<file path="src/rtl/reg_hazard_scoreboard_pkg.sv">
`default_nettype none
// ============================================================================
//  Module      : reg_hazard_scoreboard_pkg
//  Description : Shared defaults and update-mode encoding for the decode-stage
//                register hazard scoreboard.
//  Revision    : 1.0 - initial release
// ============================================================================
package reg_hazard_scoreboard_pkg;

    // Defaults shared with the decode and forwarding units.
    localparam int c_reg_w_def = 3;
    localparam int c_depth_def = 3;

    typedef enum logic [1:0] {
        UPD_SHIFT = 2'd0,
        UPD_HOLD  = 2'd1,
        UPD_FLUSH = 2'd2
    } upd_mode_e;

endpackage
`default_nettype wire

</file>
<file path="src/rtl/reg_id_eq.sv">
`default_nettype none
// ============================================================================
//  Module      : reg_id_eq
//  Description : W-bit register-ID equality comparator (per-bit XNOR, AND-reduced).
//  Revision    : 1.0 - initial release
// ============================================================================
module reg_id_eq #(
    parameter int W = 3
) (
    input  logic [W-1:0] i_a,
    input  logic [W-1:0] i_b,
    output logic         o_eq
);

    logic [W-1:0] w_bit_eq;

    assign w_bit_eq = ~(i_a ^ i_b);
    assign o_eq     = &w_bit_eq;

endmodule
`default_nettype wire

</file>
<file path="src/rtl/reg_hazard_scoreboard.sv">
`default_nettype none
// ============================================================================
//  Module      : reg_hazard_scoreboard
//  Description : Tracks in-flight destination IDs and flags RAW hazards at decode.
//  Revision    : 1.0 - initial release
// ============================================================================
module reg_hazard_scoreboard
    import reg_hazard_scoreboard_pkg::*;
#(
    parameter int REG_W     = c_reg_w_def,
    parameter int DEPTH     = c_depth_def,
    parameter int BYPASS_WB = 1,
    parameter int CNT_W     = 16
) (
    input  logic             clk,
    input  logic             rst,
    input  logic             id_valid,
    input  logic             id_wr_en,
    input  logic [REG_W-1:0] id_dst,
    input  logic [REG_W-1:0] id_src_a,
    input  logic             id_src_a_vld,
    input  logic [REG_W-1:0] id_src_b,
    input  logic             id_src_b_vld,
    input  logic             hold,
    input  logic             flush,
    output logic             stall,
    output logic [DEPTH-1:0] hazard_vec,
    output logic [CNT_W-1:0] stall_cnt
);

    // The WB slot writes the register file before decode reads it, so it can be masked.
    localparam logic [DEPTH-1:0] c_cmp_mask = (BYPASS_WB != 0) ? ({DEPTH{1'b1}} >> 1)
                                                               : {DEPTH{1'b1}};
    localparam logic [CNT_W-1:0] c_cnt_max  = {CNT_W{1'b1}};

    logic [DEPTH-1:0]       r_vld;
    logic [DEPTH*REG_W-1:0] r_dst;
    logic [CNT_W-1:0]       r_cnt;
    logic [DEPTH-1:0]       w_eq_a;
    logic [DEPTH-1:0]       w_eq_b;
    logic [DEPTH-1:0]       w_hit;
    logic                   w_issue;
    upd_mode_e              w_mode;

    generate
        for (genvar i = 0; i < DEPTH; i++) begin : g_slot
            reg_id_eq #(.W(REG_W)) u_eq_a (
                .i_a  (id_src_a),
                .i_b  (r_dst[i*REG_W +: REG_W]),
                .o_eq (w_eq_a[i])
            );
            reg_id_eq #(.W(REG_W)) u_eq_b (
                .i_a  (id_src_b),
                .i_b  (r_dst[i*REG_W +: REG_W]),
                .o_eq (w_eq_b[i])
            );
        end
    endgenerate

    assign w_hit      = ({DEPTH{id_src_a_vld}} & w_eq_a) | ({DEPTH{id_src_b_vld}} & w_eq_b);
    assign hazard_vec = r_vld & w_hit & c_cmp_mask;
    assign stall      = id_valid & (|hazard_vec);
    assign w_issue    = id_valid & id_wr_en & ~stall;
    assign stall_cnt  = r_cnt;

    always_comb begin
        w_mode = UPD_SHIFT;
        if (flush) begin
            w_mode = UPD_FLUSH;
        end else if (hold) begin
            w_mode = UPD_HOLD;
        end
    end

    always_ff @(posedge clk) begin
        if (rst) begin
            r_vld <= '0;
            r_dst <= '0;
        end else begin
            case (w_mode)
                UPD_FLUSH: r_vld <= '0;
                UPD_HOLD: ;
                default: begin
                    for (int i = DEPTH - 1; i > 0; i--) begin
                        r_vld[i]                 <= r_vld[i-1];
                        r_dst[i*REG_W +: REG_W]  <= r_dst[(i-1)*REG_W +: REG_W];
                    end
                    // A bubble leaves slot 0's ID untouched; only vld marks it empty.
                    r_vld[0] <= w_issue;
                    if (w_issue) begin
                        r_dst[REG_W-1:0] <= id_dst;
                    end
                end
            endcase
        end
    end

    always_ff @(posedge clk) begin
        if (rst) begin
            r_cnt <= '0;
        end else if (stall && !flush && (r_cnt != c_cnt_max)) begin
            r_cnt <= r_cnt + CNT_W'(1);
        end
    end

endmodule
`default_nettype wire
</file>
<file path="config.mk">
export PLATFORM = sky130hd
export DESIGN_NAME = reg_hazard_scoreboard
export DESIGN_NICKNAME = d
export VERILOG_FILES = /design/src/rtl/reg_hazard_scoreboard_pkg.sv /design/src/rtl/reg_id_eq.sv /design/src/rtl/reg_hazard_scoreboard.sv
export SDC_FILE = /design/constraint.sdc
export NUM_CORES = 1
export LEC_CHECK = 0
export ABC_AREA = 1
export CAP_MARGIN = 20
export CORE_MARGIN = 1
export CORE_UTILIZATION = 50
export CTS_BUF_LIST = sky130_fd_sc_hd__clkbuf_8
export DETAILED_ROUTE_END_ITERATION = 6
export PLACE_DENSITY = 0.92
export SLEW_MARGIN = 20
export SYNTH_ARGS = -nofsm -noshare
export SYNTH_HDL_FRONTEND = slang
export SYNTH_SLANG_ARGS = --single-unit
</file>
<file path="constraint.sdc">
create_clock -name clk -period 4.53 [get_ports clk]
set_input_delay 0.453 -clock clk [delete_from_list [all_inputs] [get_ports clk]]
set_output_delay 0.453 -clock clk [all_outputs]
set_load 0.02 [all_outputs]
</file>
## Word-level counts from Yosys, hierarchy flattened

Index checks and enable logic that the tools add are counted.

- Output and inout port bits: 20
- Flip-flop bits (word level): 27
- Bits of input ports: 17

- Muxes and demuxes: 3
- Reduce and logical (&&, ||, !) cells: 10
- Add/sub/neg operators: 1
- Bitwise logic cells: 17
- Equality and inequality tests: 3

Operator list:

| operator | number |
|---|---|
| $add 16x1->16 const B | 1 |
| $ne 16x16->1 const B | 1 |
| $not 3->3 | 4 |
| $reduce_and 3->1 | 4 |
| $xor 3x3->3 | 4 |
| $and 2x2->2 | 3 |
| $pmux 2 s2 | 1 |
| $reduce_or 2->1 | 2 |
| $and 1x1->1 | 3 |
| $eq 2x1->1 const B | 1 |
| $eq 2x2->1 const B | 1 |
| $logic_and 1x1->1 | 2 |
| $mux 2 | 1 |
| $not 1->1 | 2 |
| $or 2x2->2 | 1 |
| $reduce_and 2->1 | 1 |
| $logic_not 1->1 | 1 |
| $mux 1 | 1 |

## Longest topological paths before layout

Gate-level depths: netlist (run 1).

- Depth after elaboration: 11
- Depth in mapped cells: 13
- Mapped depth without buffers: 13

## Hierarchy

A second synthesis (run 1) with hierarchy kept.

- Cell total of the unflattened synthesis: 260
- Area total of the unflattened synthesis: 1586.5 um^2

Modules (own cells, without submodules):

| module | sequential area each (um^2) | instances | area each (um^2) | cells an instance |
|---|---|---|---|---|
| reg_hazard_scoreboard | 480.5 | 1 | 1361.3 | 208 |
| reg_id_eq | 0.0 | 4 | 56.3 | 13 |

## Worst setup path after synthesis (run 1)

Ideal clock, no wire load.

- Kind: input port to output port
- From: input id_src_b[1]
- To: output stall
- Arrival time: 1.215 ns
- Setup slack: 2.862 ns
- Cell stages on the path: 9
- Path through: inv_1 > nor2_1 > nor2_1 > nand2_1 > nand2_1 > nand2_2 > nand2_4 > nand2_1 > inv_1

- Longest elaborated chain between the ends: 8
- Elaborated cells on any way between the ends: 11
- Classes of those cells: bitwise (8); reduce/logical (3)

Ends and longest elaborated chain:

| what | RTL line | RTL |
|---|---|---|
| start: declaration | reg_hazard_scoreboard.sv:22 | `input logic [REG_W-1:0] id_src_b,` |
| $xor 3x3->3 | reg_id_eq.sv:17 | `assign w_bit_eq = ~(i_a ^ i_b);` |
| $not 3->3 | reg_id_eq.sv:17 |  |
| $reduce_and 3->1 | reg_id_eq.sv:18 | `assign o_eq = &w_bit_eq;` |
| $and 2x2->2 (*) | reg_hazard_scoreboard.sv:60 | `assign w_hit = ({DEPTH{id_src_a_vld}} & w_eq_a) \| ({DEPTH{id_src_b_vld}} & w_eq_b);` |
| $or 2x2->2 (*) | reg_hazard_scoreboard.sv:60 |  |
| $and 2x2->2 (*) | reg_hazard_scoreboard.sv:61 | `assign hazard_vec = r_vld & w_hit & c_cmp_mask;` |
| $reduce_or 2->1 (*) | reg_hazard_scoreboard.sv:62 | `assign stall = id_valid & (\|hazard_vec);` |
| $and 1x1->1 (*) | reg_hazard_scoreboard.sv:62 |  |
| end: declaration | reg_hazard_scoreboard.sv:26 | `output logic stall,` |

Mark *: on every way between the ends. The rest lies on a longest branch, timed or not.

## Worst setup path in the final report (run 1)

- From: input id_src_b[0]
- To: output stall

The elaborated chain is that of the path after synthesis.

==> results of run 1 <==
state kept, by name, summed over array words and instances (netlist names):
register   count
r_dst          6
stall_cnt     16
r_vld          2
layout make-up:
class / instances / area share, %
multi-input cells: 195 / 44.75
flip-flops and latches: 24 / 23.84
repair buffers: 35 / 17.38
well taps: 44 / 2.731
inverters: 46 / 8.566
clock buffers: 4 / 2.731
metrics by stage:
stage               hold slack [ns]  std cells
floorplan                    0.4603        271
global placement             0.4869        344
detailed placement           0.4981        344
CTS                          0.5116        348
global route                 0.5443        348
finish                       0.5093        348
per-layer routing:
metal | track usage (%) | part of all wire, %
met5 | 0 | 0
met3 | 1.978 | 5.3
met2 | 38.59 | 47
met4 | 8.844 | 1.7
met1 | 27.67 | 46
report_power, final:
group / total (mW) / leakage, nW / switching, mW / internal (mW)
clock network: 0.144 / 0.0288 / 0.0660 / 0.0775
logic: 0.0480 / 0.743 / 0.0257 / 0.0223
registers: 0.217 / 0.194 / 0.00303 / 0.214
total: 0.408 / 0.966 / 0.0948 / 0.314
worst max-delay path by stage:
stage / cells past startpoint / slack [ns] / end
after CTS: 12 / 1.71 / stall
after global placement: 12 / 1.73 / stall
after global routing: 12 / 1.54 / stall
after floorplan: 9 / 2.86 / stall
final: 12 / 1.71 / stall
after detailed placement: 12 / 1.71 / stall
kinds of logic (layout without fill, tap and decap cells):
logic type | count (synthesis) | after routing
simple gates | 169 | 169
buf+inv | 52 | 85
flops | 24 | 24
compound gates | 21 | 21
xor+xnor | 3 | 3
fa+ha+maj | 1 | 1
other cells | 1 | 1
critical path: cells and delay by family:
kind,cells,cell delay (ns)
AND/OR/NAND/NOR,8,0.67
buffers and inverters,4,1.25
synth_stat cells:
cell       n  share of area, %
nand2_1   87                21
nor2_1    52                12
inv_1     42               9.9
dfxtp_1   24                30
nand4_1    9               3.5
o21ai_0    9               2.8
nand3_1    8               2.5
a21oi_1    7               2.2
inv_2      4              0.94
o21bai_1   4               1.9
buf_2      2              0.63
clkbuf_1   2              0.47
nand2_2    2              0.79
nand3b_1   2              0.94
nand4_4    2               2.7
nor2_2     2              0.79
xor2_1     2               1.1
buf_4      1              0.47
buf_6      1              0.71
conb_1     1              0.24
ha_1       1              0.79
nand2_4    1              0.71
nand3_2    1              0.63
nand3b_2   1              0.71
nor3_1     1              0.31
o21ai_1    1              0.31
or2_2      1              0.39
xnor2_1    1              0.55
==> impl_metrics.json, run 1 <==
{
  "status": "complete, no violations",
  "ys_seq_area_share_pct": 30.19,
  "fin_util_pct": 66.57,
  "rr_worst_depth": 10,
  "setup_viol": 0,
  "synth-xor-area-share_pct": 1.651,
  "hold_path.startpoint": "r_vld[0]",
  "multiInputGateArea_um2": 902.1,
  "clock-sinks": 24,
  "final_common_cell": "nand2_1",
  "required_ns": 4.08,
  "syn_inst": 271,
  "power_density_nw_per_um2": 202.5,
  "synth_top_family_by_area": "simple AND/OR/NAND/NOR gates",
  "cts.repair.resized": 0,
  "synthAdderAreaFrac_pct": 0.7862,
  "dpl_cell_area_um2": 1961,
  "drtAntennaViolNets": 0,
  "design_area_um2": 2016,
  "fp.dieW_um": 58.42,
  "diodes": 0,
  "yosysWarnings": 0,
  "routabilityCongestion": 0.8797,
  "n_fill_cell": 277,
  "cts_hold_buf": 0,
  "grt_max_degree": 21,
  "cts_max_path_buffers": 2,
  "grt_pass1_wl_um": 5940,
  "core.rowCount": 20,
  "finalNetCount": 323,
  "die_area_um2": 3413,
  "rsz0062_at_grt": "false",
  "area.sequential_um2": 480.5,
  "final-max-slew-violation-count": 0,
  "timing_hold_violations_final": 0,
  "hpwlAfterDp_um": 2629,
  "setup.worst_path.start": "id_src_b[0]",
  "vias": 1678,
  "finalCritPeriodShare_pct": 62.33,
  "p_total_mw": 0.4083,
  "grt_pass1_vias": 1483,
  "numCtsBuffers": 3,
  "r2r_setup_slack_ns": 2.80,
  "path_cells": "clkdlybuf4s50_1 -> inv_1 -> nand2_1 -> nand2_1 -> nor2_1 -> nand2_1 -> nand2_1 -> nand2_2 -> nand2_4 -> nand2_1 -> inv_1 -> clkdlybuf4s50_1",
  "netlist_area_um2": 1592,
  "r2r-end": "stall_cnt[8]",
  "ys_types": 28,
  "cp.arrival_ns": 2.37,
  "core_um2": 3028,
  "crit_top_cell": "nand2_1",
  "grt.total_usage_pct": 21.94,
  "syn_to_final_growth_pct": 26.65,
  "hold_end": "r_vld[1]",
  "vias_per_cell": 4.822,
  "initial_core_util_pct": 52.56,
  "min_path_type": "reg2reg",
  "clock_latency_ns": 0.26,
  "start_kind": "primary input",
  "synth_compound_area_share_pct": 7.233,
  "wirelength_um": 3498,
  "final_cell_mix": "nand2_1 (87), nor2_1 (52), inv_1 (42)",
  "crit_type": "in2out",
  "synthMuxAreaShare_pct": 0,
  "final.setup.tns_ns": 0,
  "io_pins": 37,
  "slowest_delay_ns": 0.60,
  "ys_seq_elements": 24,
  "htreeDepth": 1,
  "crit_fanout": 10,
  "finalCriticalPeriod_ns": 2.823,
  "setup_ws_ns": 1.707,
  "cp_slowest_cell": "clkdlybuf4s50_1",
  "drc": 0,
  "antenna_found_initial": 0,
  "die_h_um": 58.42,
  "post_route_cells_drive_above_1_share_pct": 5.921,
  "slew_headroom_pct": 62.76,
  "worstMarginPinSlew_ns": 0.5580,
  "hold-path-cell-count": 2,
  "syn_nets": 289,
  "routedWlPerCell_um": 10.05,
  "finClkSkew_ns": 0.002699,
  "clk_pin_slew_ns": 0.08,
  "drv_cap": 0,
  "end_kind": "output pin",
  "synth-simple-area-share_pct": 46.78,
  "first_iter_violations": 97,
  "dr.pass1.iters": 4,
  "place_ws_ns": 1.715,
  "cts-root-buf": "clkbuf_8",
  "io_buffers": 35,
  "grt.overflow.total": 0,
  "max_freq_mhz": 354.2,
  "cts_setup_buffers": 0,
  "cts_tree": "done",
  "avgSynthCellArea_um2": 5.873,
  "static-leakage-power_nw": 0.9662,
  "reg2reg_from": "stall_cnt[1]",
  "ir_drop_v": 0.0001371
}
Power figures use the tool's default switching activity.
==> run 2: changes to the inputs <==
Settings changed: CORE_UTILIZATION 50 to 47, PLACE_DENSITY 0.92 to 0.91.
Clock period 4.53 ns to 2.55 ns, I/O delays scaled along.
==> run 2 against run 1 <==
Against the previous run: die area grew 6.2%; first-iteration DRC count is 7.2% higher; sequential power is 77% higher; sequential cell count unchanged.
==> impl_metrics.json, run 2 (synthesis results as in run 1) <==
{
  "hpwlAfterDp_um": 2723,
  "start_kind": "primary input",
  "layout.cells.non_filler": 350,
  "grt_pass1_wl_um": 5975,
  "dp.cells": 346,
  "place_ws_ns": 0.2373,
  "routabilityCongestion": 0.8130,
  "final.setup.tns_ns": 0,
  "slew_headroom_pct": 62.12,
  "finClkSkew_ns": 0.002702,
  "setup_ws_ns": 0.2309,
  "cts_tree": "done",
  "cts_max_path_buffers": 2,
  "diodes": 0,
  "htreeDepth": 1,
  "clock-sinks": 24,
  "fin_util_pct": 64.92,
  "grt_max_degree": 21,
  "min_path_type": "reg2reg",
  "hold_slack_ns": 0.5051,
  "io_pins": 37,
  "cts_setup_buffers": 0,
  "end_kind": "output pin",
  "die_area_um2": 3623,
  "post_route_cells_drive_above_1_share_pct": 6.536,
  "clk_pin_slew_ns": 0.08,
  "wirelength_um": 3603,
  "timing_hold_violations_final": 0,
  "antenna_found_initial": 0,
  "static-leakage-power_nw": 0.9765,
  "largest_register_ffs": 16,
  "core_um2": 3128,
  "cp_slowest_cell": "clkdlybuf4s50_1",
  "routedWlPerCell_um": 10.29,
  "grt.overflow.total": 0,
  "finalCritPeriodShare_pct": 90.95,
  "n_fill_cell": 277,
  "setup_viol": 0,
  "drc": 0,
  "drv_cap": 0,
  "syn_to_final_growth_pct": 27.59,
  "crit_type": "in2out",
  "grt.total_usage_pct": 21.47,
  "ir_drop_v": 0.0002456,
  "final_cell_mix": "nand2_1 (87), nor2_1 (52), inv_1 (42)",
  "design_area_um2": 2031,
  "clock_latency_ns": 0.27,
  "max_freq_mhz": 431.2,
  "io_buffers": 35,
  "grt_pass1_vias": 1522,
  "cts-root-buf": "clkbuf_8",
  "fp.dieW_um": 60.19,
  "dpl_cell_area_um2": 1976,
  "final-max-slew-violation-count": 0,
  "dr.pass1.iters": 4,
  "power_density_nw_per_um2": 361.7,
  "numCtsBuffers": 3,
  "finalNetCount": 325,
  "status": "complete, no violations",
  "initial_core_util_pct": 50.88,
  "p_total_mw": 0.7344,
  "required_ns": 2.30,
  "cp.arrival_ns": 2.06,
  "path_cells": "clkdlybuf4s50_1 -> inv_1 -> nand2_1 -> nand2_1 -> nor2_1 -> nand2_1 -> nand2_1 -> nand2_2 -> nand2_4 -> nand2_1 -> inv_1 -> clkdlybuf4s50_1",
  "drtAntennaViolNets": 0,
  "worstMarginPinSlew_ns": 0.5676,
  "core.rowCount": 20,
  "slowest_delay_ns": 0.59,
  "crit_top_cell": "nand2_1",
  "first_iter_violations": 104,
  "final_common_cell": "nand2_1",
  "crit_fanout": 3,
  "finalCriticalPeriod_ns": 2.319,
  "vias": 1695,
  "cts.repair.resized": 0,
  "vias_per_cell": 4.843,
  "die_h_um": 60.19,
  "rsz0062_at_grt": "false",
  "cts_hold_buf": 0
}
==> run 2: critical path: cells and delay by family <==
kind | cells | cell delay, ns
simple gates | 8 | 0.56
buf+inv | 4 | 1.24
==> run 2: worst paths after layout <==
kind                            cells after the start         start  slack (ns)      endpoint
worst min register to register                      2      r_vld[1]        0.51      r_vld[1]
worst min-delay path                                2      r_vld[1]        0.51      r_vld[1]
worst max-delay path                               12   id_src_b[2]        0.23         stall
worst max register to register                     10  stall_cnt[1]        0.89  stall_cnt[8]
==> run 2: where the power goes <==
| group | switching, mW | internal (mW) |
|---|---|---|
| Combinational | 0.0465 | 0.0407 |
| Clock | 0.124 | 0.138 |
| Sequential | 0.00552 | 0.380 |
| Total | 0.176 | 0.558 |
==> run 2: final cells by class <==
class	instances	area (um^2)	area share, %
multi-input combinational	195	902.1	44.42
sequential	24	480.5	23.66
tap	44	55.05	2.711
timing repair buffer	37	365.4	17.99
clock buffer	4	55.05	2.711
inverter	46	172.7	8.503
==> run 2: per-layer routing <==
layer	vias up	part of all wire [%]	global-route usage (%)
met5	-	0	0
met4	0	1.1	8.970
met3	5	5.5	2.597
met2	50	49	39.09
met1	748	44	24.90
li1	892	-	-
